**src/rtl/oled_pkg.sv**
```systemverilog
// oled_pkg: shared constants for the OLED text streamer (byte width, blank character, FSM encoding).
package oled_pkg;

  localparam int BYTE_W = 8;
  localparam logic [BYTE_W-1:0] ASCII_SPACE = 8'h20;

  localparam logic [1:0] ST_IDLE   = 2'd0;
  localparam logic [1:0] ST_LOAD   = 2'd1;
  localparam logic [1:0] ST_SEND   = 2'd2;
  localparam logic [1:0] ST_FINISH = 2'd3;

endpackage

```
**src/rtl/oled_text_buffer.sv**
```systemverilog
// oled_text_buffer: character RAM that fills with INIT_CHAR on reset.
// Synchronous write port, combinational read so the streamer samples a byte in the cycle it leaves LOAD.
module oled_text_buffer
  import oled_pkg::*;
#(
  parameter int                DEPTH     = 64,
  parameter int                ADDR_W    = 6,
  parameter logic [BYTE_W-1:0] INIT_CHAR = ASCII_SPACE
) (
  input  logic              CLOCK,
  input  logic              RESET,
  input  logic              wr_en_i,
  input  logic [ADDR_W-1:0] wr_addr_i,
  input  logic [BYTE_W-1:0] wr_data_i,
  input  logic [ADDR_W-1:0] rd_addr_i,
  output logic [BYTE_W-1:0] rd_data_o
);

  logic [BYTE_W-1:0] mem_q [DEPTH];

  always_ff @(posedge CLOCK) begin
    if (RESET) begin
      for (int i = 0; i < DEPTH; i++) mem_q[i] <= INIT_CHAR;
    end else if (wr_en_i) begin
      mem_q[wr_addr_i] <= wr_data_i;
    end
  end

  assign rd_data_o = mem_q[rd_addr_i];

endmodule

```
**src/rtl/oled_text_streamer.sv**
```systemverilog
// oled_text_streamer: writable text buffer streamed byte-by-byte to the OLED interface (full frame or one line).
// Build option OLED_STREAMER_AUTOREFRESH_EN: any buffer write schedules an automatic full-frame refresh.
module oled_text_streamer
  import oled_pkg::*;
#(
  parameter int                NUM_LINES      = 4,
  parameter int                CHARS_PER_LINE = 16,
  parameter logic [BYTE_W-1:0] INIT_CHAR      = ASCII_SPACE,
  parameter int ADDR_W = (NUM_LINES * CHARS_PER_LINE > 1) ? $clog2(NUM_LINES * CHARS_PER_LINE) : 1,
  parameter int LINE_W = (NUM_LINES > 1) ? $clog2(NUM_LINES) : 1
) (
  input  logic              CLOCK,
  input  logic              RESET,
  input  logic              wr_en,
  input  logic [ADDR_W-1:0] wr_addr,
  input  logic [BYTE_W-1:0] wr_data,
  input  logic              start,
  input  logic              mode,
  input  logic [LINE_W-1:0] line_sel,
  output logic              busy,
  output logic              frame_done,
  output logic              start_err,
  output logic [BYTE_W-1:0] send_data,
  output logic              send_valid,
  input  logic              send_done
);

  localparam int              DEPTH     = NUM_LINES * CHARS_PER_LINE;
  localparam logic [ADDR_W:0] DEPTH_A   = (ADDR_W + 1)'(DEPTH);
  localparam logic [ADDR_W:0] LAST_FULL = (ADDR_W + 1)'(DEPTH - 1);
  localparam logic [ADDR_W:0] CPL       = (ADDR_W + 1)'(CHARS_PER_LINE);
  localparam logic [ADDR_W:0] CPL_M1    = (ADDR_W + 1)'(CHARS_PER_LINE - 1);
  localparam logic [LINE_W:0] LINES_L   = (LINE_W + 1)'(NUM_LINES);

  logic [1:0]        state_q, state_d;
  logic [ADDR_W:0]   ptr_q, ptr_d;
  logic [ADDR_W:0]   last_q, last_d;
  logic              busy_q, busy_d;
  logic              start_err_q, start_err_d;
  logic [BYTE_W-1:0] send_data_q, send_data_d;
  logic              send_valid_q, send_valid_d;

  logic              wr_accept;
  logic              line_ok;
  logic [ADDR_W:0]   line_first;
  logic [BYTE_W-1:0] rd_data;
  logic              launch;
  logic              auto_go;

  // Out-of-range writes are dropped here so neither the RAM nor the dirty flag sees them.
  assign wr_accept  = wr_en && ({1'b0, wr_addr} < DEPTH_A);
  assign line_ok    = ({1'b0, line_sel} < LINES_L);
  assign line_first = (ADDR_W + 1)'(line_sel) * CPL;

  oled_text_buffer #(
    .DEPTH     (DEPTH),
    .ADDR_W    (ADDR_W),
    .INIT_CHAR (INIT_CHAR)
  ) u_buf (
    .CLOCK     (CLOCK),
    .RESET     (RESET),
    .wr_en_i   (wr_accept),
    .wr_addr_i (wr_addr),
    .wr_data_i (wr_data),
    .rd_addr_i (ptr_q[ADDR_W-1:0]),
    .rd_data_o (rd_data)
  );

`ifdef OLED_STREAMER_AUTOREFRESH_EN
  logic dirty_q;

  // A write in the same cycle as a launch wins, so that data still gets its own refresh.
  always_ff @(posedge CLOCK) begin
    if (RESET)          dirty_q <= 1'b0;
    else if (wr_accept) dirty_q <= 1'b1;
    else if (launch)    dirty_q <= 1'b0;
  end

  assign auto_go = dirty_q;
`else
  assign auto_go = 1'b0;
`endif

  always_comb begin
    state_d      = state_q;
    ptr_d        = ptr_q;
    last_d       = last_q;
    busy_d       = busy_q;
    start_err_d  = 1'b0;
    send_data_d  = send_data_q;
    send_valid_d = send_valid_q;
    launch       = 1'b0;
    case (state_q)
      ST_IDLE: begin
        if (start && (!mode || line_ok)) begin
          launch = 1'b1;
          ptr_d  = mode ? line_first : '0;
          last_d = mode ? (line_first + CPL_M1) : LAST_FULL;
        end else if (start) begin
          start_err_d = 1'b1;
        end else if (auto_go) begin
          launch = 1'b1;
          ptr_d  = '0;
          last_d = LAST_FULL;
        end
        if (launch) begin
          busy_d  = 1'b1;
          state_d = ST_LOAD;
        end
      end
      ST_LOAD: begin
        // Wait for the interface to release the previous byte's done level.
        if (!send_done) begin
          send_data_d  = rd_data;
          send_valid_d = 1'b1;
          state_d      = ST_SEND;
        end
      end
      ST_SEND: begin
        if (send_done) begin
          send_valid_d = 1'b0;
          if (ptr_q == last_q) begin
            state_d = ST_FINISH;
          end else begin
            ptr_d   = ptr_q + (ADDR_W + 1)'(1);
            state_d = ST_LOAD;
          end
        end
      end
      default: begin
        busy_d  = 1'b0;
        state_d = ST_IDLE;
      end
    endcase
  end

  always_ff @(posedge CLOCK) begin
    if (RESET) begin
      state_q      <= ST_IDLE;
      ptr_q        <= '0;
      last_q       <= '0;
      busy_q       <= 1'b0;
      start_err_q  <= 1'b0;
      send_data_q  <= '0;
      send_valid_q <= 1'b0;
    end else begin
      state_q      <= state_d;
      ptr_q        <= ptr_d;
      last_q       <= last_d;
      busy_q       <= busy_d;
      start_err_q  <= start_err_d;
      send_data_q  <= send_data_d;
      send_valid_q <= send_valid_d;
    end
  end

  assign busy       = busy_q;
  assign frame_done = (state_q == ST_FINISH);
  assign start_err  = start_err_q;
  assign send_data  = send_data_q;
  assign send_valid = send_valid_q;

endmodule

```
**config.mk**
```make
export PLATFORM = sky130hd
export DESIGN_NAME = oled_text_streamer
export DESIGN_NICKNAME = d
export VERILOG_FILES = /design/src/rtl/oled_pkg.sv /design/src/rtl/oled_text_buffer.sv /design/src/rtl/oled_text_streamer.sv
export SDC_FILE = /design/constraint.sdc
export NUM_CORES = 1
export LEC_CHECK = 0
export ABC_AREA = 1
export CAP_MARGIN = 20
export CORE_UTILIZATION = 62
export DETAILED_ROUTE_END_ITERATION = 8
export PLACE_DENSITY_LB_ADDON = 0.2
export SLEW_MARGIN = 20
export SYNTH_ARGS = -nofsm -noshare
export SYNTH_HDL_FRONTEND = slang
export SYNTH_HIERARCHICAL = 1
export SYNTH_SLANG_ARGS = --single-unit
```
**constraint.sdc**
```tcl
create_clock -name CLOCK -period 3.85 [get_ports CLOCK]
set_input_delay 0.77 -clock CLOCK [delete_from_list [all_inputs] [get_ports CLOCK]]
set_output_delay 0.77 -clock CLOCK [all_outputs]
set_load 0.01 [all_outputs]
```
Yosys cells after proc, flatten, opt, wreduce, memory -nomap -nowiden
Memory sizes are Yosys's and may differ from the RTL's. A register that Yosys moved wholly into a read port is not among the register bits. Index checks and enable logic that the tools add are counted.

Add/sub/neg operators: 2. Equality and inequality tests: 9. Muxes and demuxes: 26. Bitwise operators: 2. Reductions and logical operators: 11.

Operators with widths (number): 7-bit 2-to-1 mux (4); 7-bit case mux with 2 select lines (1); 6-bit 2-to-1 mux (2); 1-bit 2-to-1 mux (11); 2-bit inequality test, second input constant (5); 2-bit 2-to-1 mux (4); 8-bit 2-to-1 mux (1); 8-bit OR reduction (1); 6-bit by 4-bit adder with 7-bit output, second input constant (1); 7-bit by 1-bit adder with 7-bit output, second input constant (1); 7-bit equality test (1); 2-bit case mux with 3 select lines (1); 2-bit AND reduction (3); 3-bit AND reduction (2); 2-bit equality test, second input constant (2); 1-bit case mux with 2 select lines (2); 4-bit AND reduction (1); 2-bit nonzero test (2); 2-bit by 1-bit equality test with 1-bit output, second input constant (1); 2-bit logical NOT (1); 1-bit NOT (2); 2-bit OR reduction (1).

Bits in registers: 18. RAM bits: 512. Input bits: 22. Output and inout port bits: 12. Logic and storage cells: 56. Memories kept: 1.

Memory list: u_buf.mem_q (words 64, width 8, rd ports 1, clocked after memory_dff 1, wr ports 64, line oled_text_buffer.sv:19) `logic [BYTE_W-1:0] mem_q [DEPTH];`.

Logic depth before layout (Yosys ltp)
Depth after elaboration: 5. Mapped depth: 14. Gate-level depth less buffers: 11.

Modules after synthesis
The synthesis kept the hierarchy.

By module, submodules not included: oled_text_buffer (times used 1, cells an instance 2535, area an instance 23691.5 um2, sequential area each 15374.7 um2); oled_text_streamer (times used 1, cells an instance 165, area an instance 1178.6 um2, sequential area each 440.4 um2).

Worst setup path after synthesis
No wires, ideal clock.

Path kind: input -> register. From: in RESET. To: mem u_buf.mem_q[10][0], enable pin. Setup time: 0.329 ns. Arrival: 1.777 ns. Required time: 3.521 ns. Path slack: 1.744 ns. Stages: 8. Path buffers: 1. Cells stage by stage: inv_1 -> nand2_1 -> buf_2 -> nor3_1 -> inv_1 -> nor2_1 -> inv_1 -> nand2_1.

RTL lines: start: declaration (line oled_text_streamer.sv:13) `input logic RESET,`; end: declaration (line oled_text_buffer.sv:19).

==> key figures <==
Synthesis
  • Mapped cell area: 24900 µm²
  • EDFF count, synth: 512
  • Synth top area share: 0.618
  • Cell with the most instances after synthesis: nand2_1
  • Synth area leader: edfxtp_1
  • Synth Register Bits: 534
  • Top FF cell, synth: edfxtp_1
  • Async SR Flop Fraction: 0
  • Post-Syn Nets: 2727
  • Top cells by area, synth: edfxtp_1 (62%), nand2_1 (12%), nand3_1 (9.0%), nor2_1 (8.1%), dfxtp_1 (1.8%)
  • Cells after Synth: 2700
  • Synth cell types: 30
  • Commonest cells in the netlist: nand2_1 (807), nor2_1 (539), edfxtp_1 (512)
  • Sequential fraction of the synthesis area: 0.636
  • Synth warnings: 6
  • Mean Syn Cell Area: 9.21 µm²

Run
  • Max Cap Viol: 0

Detailed routing
  • Routed length per instance: 20.3 µm
  • Vias per std cell: 5.93
  • Via count: 19000
  • Post-Route WL: 65.0 mm
  • Drt initial violations: 2372
  • DR DRC count: 0
  • Final ANT Viol Nets: 0
  • DR pass1 iterations: 6

Finish
  • Share of cells above drive strength 1: 0.0635
  • Antenna cell count: 0
  • Post-route cell area: 27000 µm²
  • Final nets: 2664
  • Fill cells: 3046
  • Layout area overhead: 8.45%

Timing
  • Worst Slack Setup Final: 0.980 ns
  • # setup viols final: 0
  • Setup TNS: 0 ns
  • Clock Skew: 0.0258 ns
  • Final min period: 2.87 ns
  • Max Clk Rate: 0.348 GHz
  • RSZ-0062 raised after global routing: false
  • Slew margin rel.: 0.250
  • Fin. max-slew vios: 0
  • Final Hold Fails: 0
  • Hold Slack: 0.468 ns
  • Tightest Pin Transition: 1.12 ns
  • Final Cycle Share: 0.745

Clocking
  • Post-CTS Repair Setup Buffers: 0
  • Cts bufs inserted: 51
  • Clk Latency, worst-skew pair: 0.60 ns
  • CTS clock-pin slew for the worst setup and hold paths: 0.06 ns
  • H-tree depth: 2
  • CTS tree: yes
  • CTS resizes: 0
  • CTS max path bufs: 3
  • Post-CTS Hold Buffers: 0
  • Clock root buffer: clkbuf_16
  • CTS sink cnt: 534

Worst setup path
  • Worst path slowest cell: clkdlybuf4s50_1
  • Req. time, crit path: 4.10 ns
  • Worst path max stage delay: 0.61 ns
  • Critical path launch point type: primary input
  • Path depth of the worst reg2reg path: 11
  • Max FO, Critical Path: 8
  • Crit path DAT: 3.12 ns
  • Cell chain of the critical path: clkdlybuf4s50_1 > inv_2 > nor3_2 > inv_2 > nor2_1 > inv_2 > nor2_2 > inv_2 > nand2_1
  • Critical path class: primary input to flop
  • Worst Setup End Kind: flop
  • Top cell by count, worst path: inv_2

Placement
  • RePlAce Congestion: 0.903
  • Area after DPL: 25400 µm²
  • Final HPWL DP: 39.0 mm
  • DP Worst Slack: 0.509 ns
  • Port Buffers: 32

Hold path
  • Hold Path Depth: 2
  • HP Class: flop to flop

Die
  • Initial core utilization: 0.627
  • I/O pin cnt: 34
  • Die H: 202 µm
  • Area of the core: 39600 µm²
  • Die ar.: 40900 µm²
  • Die Wd: 202 µm
  • Row Count: 73

Global routing
  • Initial antenna violation count: 0
  • First-pass GRT wire length: 98.9 mm
  • Largest net degree at the start of global routing: 198
  • GR Util All Layers: 0.320
  • Vias in the first global route: 17700
  • GRT overflow: 0

Pwr
  • Power per cell area: 550 nW/µm²
  • Max rail drop VDD: 0.000435 V
  • Leakage power total: 10.4 nW

Outcome
  • Status: complete, no violations
-- cell families (layout without fill, tap and decap cells) --
logic type                 count (synthesis)  in the layout  synth area share
AOI/OAI and AO/OA                         29             29           0.00634
DFF                                      534            534             0.636
other                                      1              1          0.000151
and+or+nand+nor                         1832           1832             0.305
adders and majority gates                  5              5           0.00252
buffers and inverters                    299            277            0.0502
-- where the power goes --
| group | switching (W) | internal [W] | total [W] |
|---|---|---|---|
| combinational | 0.00233 | 0.000880 | 0.00321 |
| clock | 0.00208 | 0.00267 | 0.00475 |
| sequential | 0.000171 | 0.00671 | 0.00688 |
-- layout make-up --
type | instances | area [µm²] | area share
inverter | 131 | 500 | 0.0186
timing repair buffer | 52 | 621 | 0.0230
sequential | 534 | 15800 | 0.587
multi-input combinational | 1867 | 7810 | 0.289
tap | 525 | 657 | 0.0244
clock inverter | 25 | 166 | 0.00617
clock buffer | 69 | 1400 | 0.0518
-- per-layer routing --
metal | track usage | vias up | wire, µm
met5 | 0 | - | 0
met4 | 0.111 | 0 | 2180
met3 | 0.0553 | 168 | 7390
met2 | 0.511 | 1118 | 30300
met1 | 0.447 | 8916 | 25100
li1 | - | 8781 | -
-- per-stage QoR --
stage | util | cells | power (W)
floorplan | - | 2700 | 0.00913
global placement | 0.641 | 3109 | 0.0100
detailed placement | 0.641 | 3109 | 0.0101
CTS | 0.680 | 3203 | 0.0148
global route | 0.680 | 3203 | 0.0154
finish | 0.680 | 3203 | 0.0148
-- flip-flops by register name, indices dropped and copies added, names as in the netlist --
name         count
ptr_q            7
send_data        8
busy             1
last_q           3
send_valid       1
state_q          2
u_buf/mem_q    512
-- worst max-delay path: cells and delay by family --
family        cells  cell delay [ns]
simple gates      4             1.16
buf+inv           5             1.17
-- cells in the final DEF (no fill, tap or decap), drive strengths merged --
master         synthesis  routed
o21ai                 15      15
nand2                810     810
clkinv                 0      22
conb                   1       1
buf                   95      20
a31oi                  2       2
ha                     5       5
nor3                  14      14
a21oi                 10      10
clkinvlp               0       2
o22ai                  1       1
a211oi                 1       1
clkbuf                73      69
nand3                449     449
nor2                 553     553
inv                  131     130
nand4                  5       5
bufinv                 0       2
dfxtp                 22      22
clkdlybuf4s50          0      32
nor2b                  1       1
edfxtp               512     512
-- final timing paths --
| check | slack [ns] | end | from |
|---|---|---|---|
| worst max register to register | 1.31 | send_data[7]$_SDFFE_PP0P_ | ptr_q[1]$_SDFFE_PP0P_ |
| worst max-delay path | 0.98 | u_buf/mem_q[53][1]$_SDFFCE_PN0P_ | wr_addr[0] |
| worst min register to register | 0.47 | send_valid$_SDFFE_PP0P_ | send_valid$_SDFFE_PP0P_ |
| worst min-delay path | 0.47 | send_valid$_SDFFE_PP0P_ | send_valid$_SDFFE_PP0P_ |
Power figures use the tool's default switching activity.
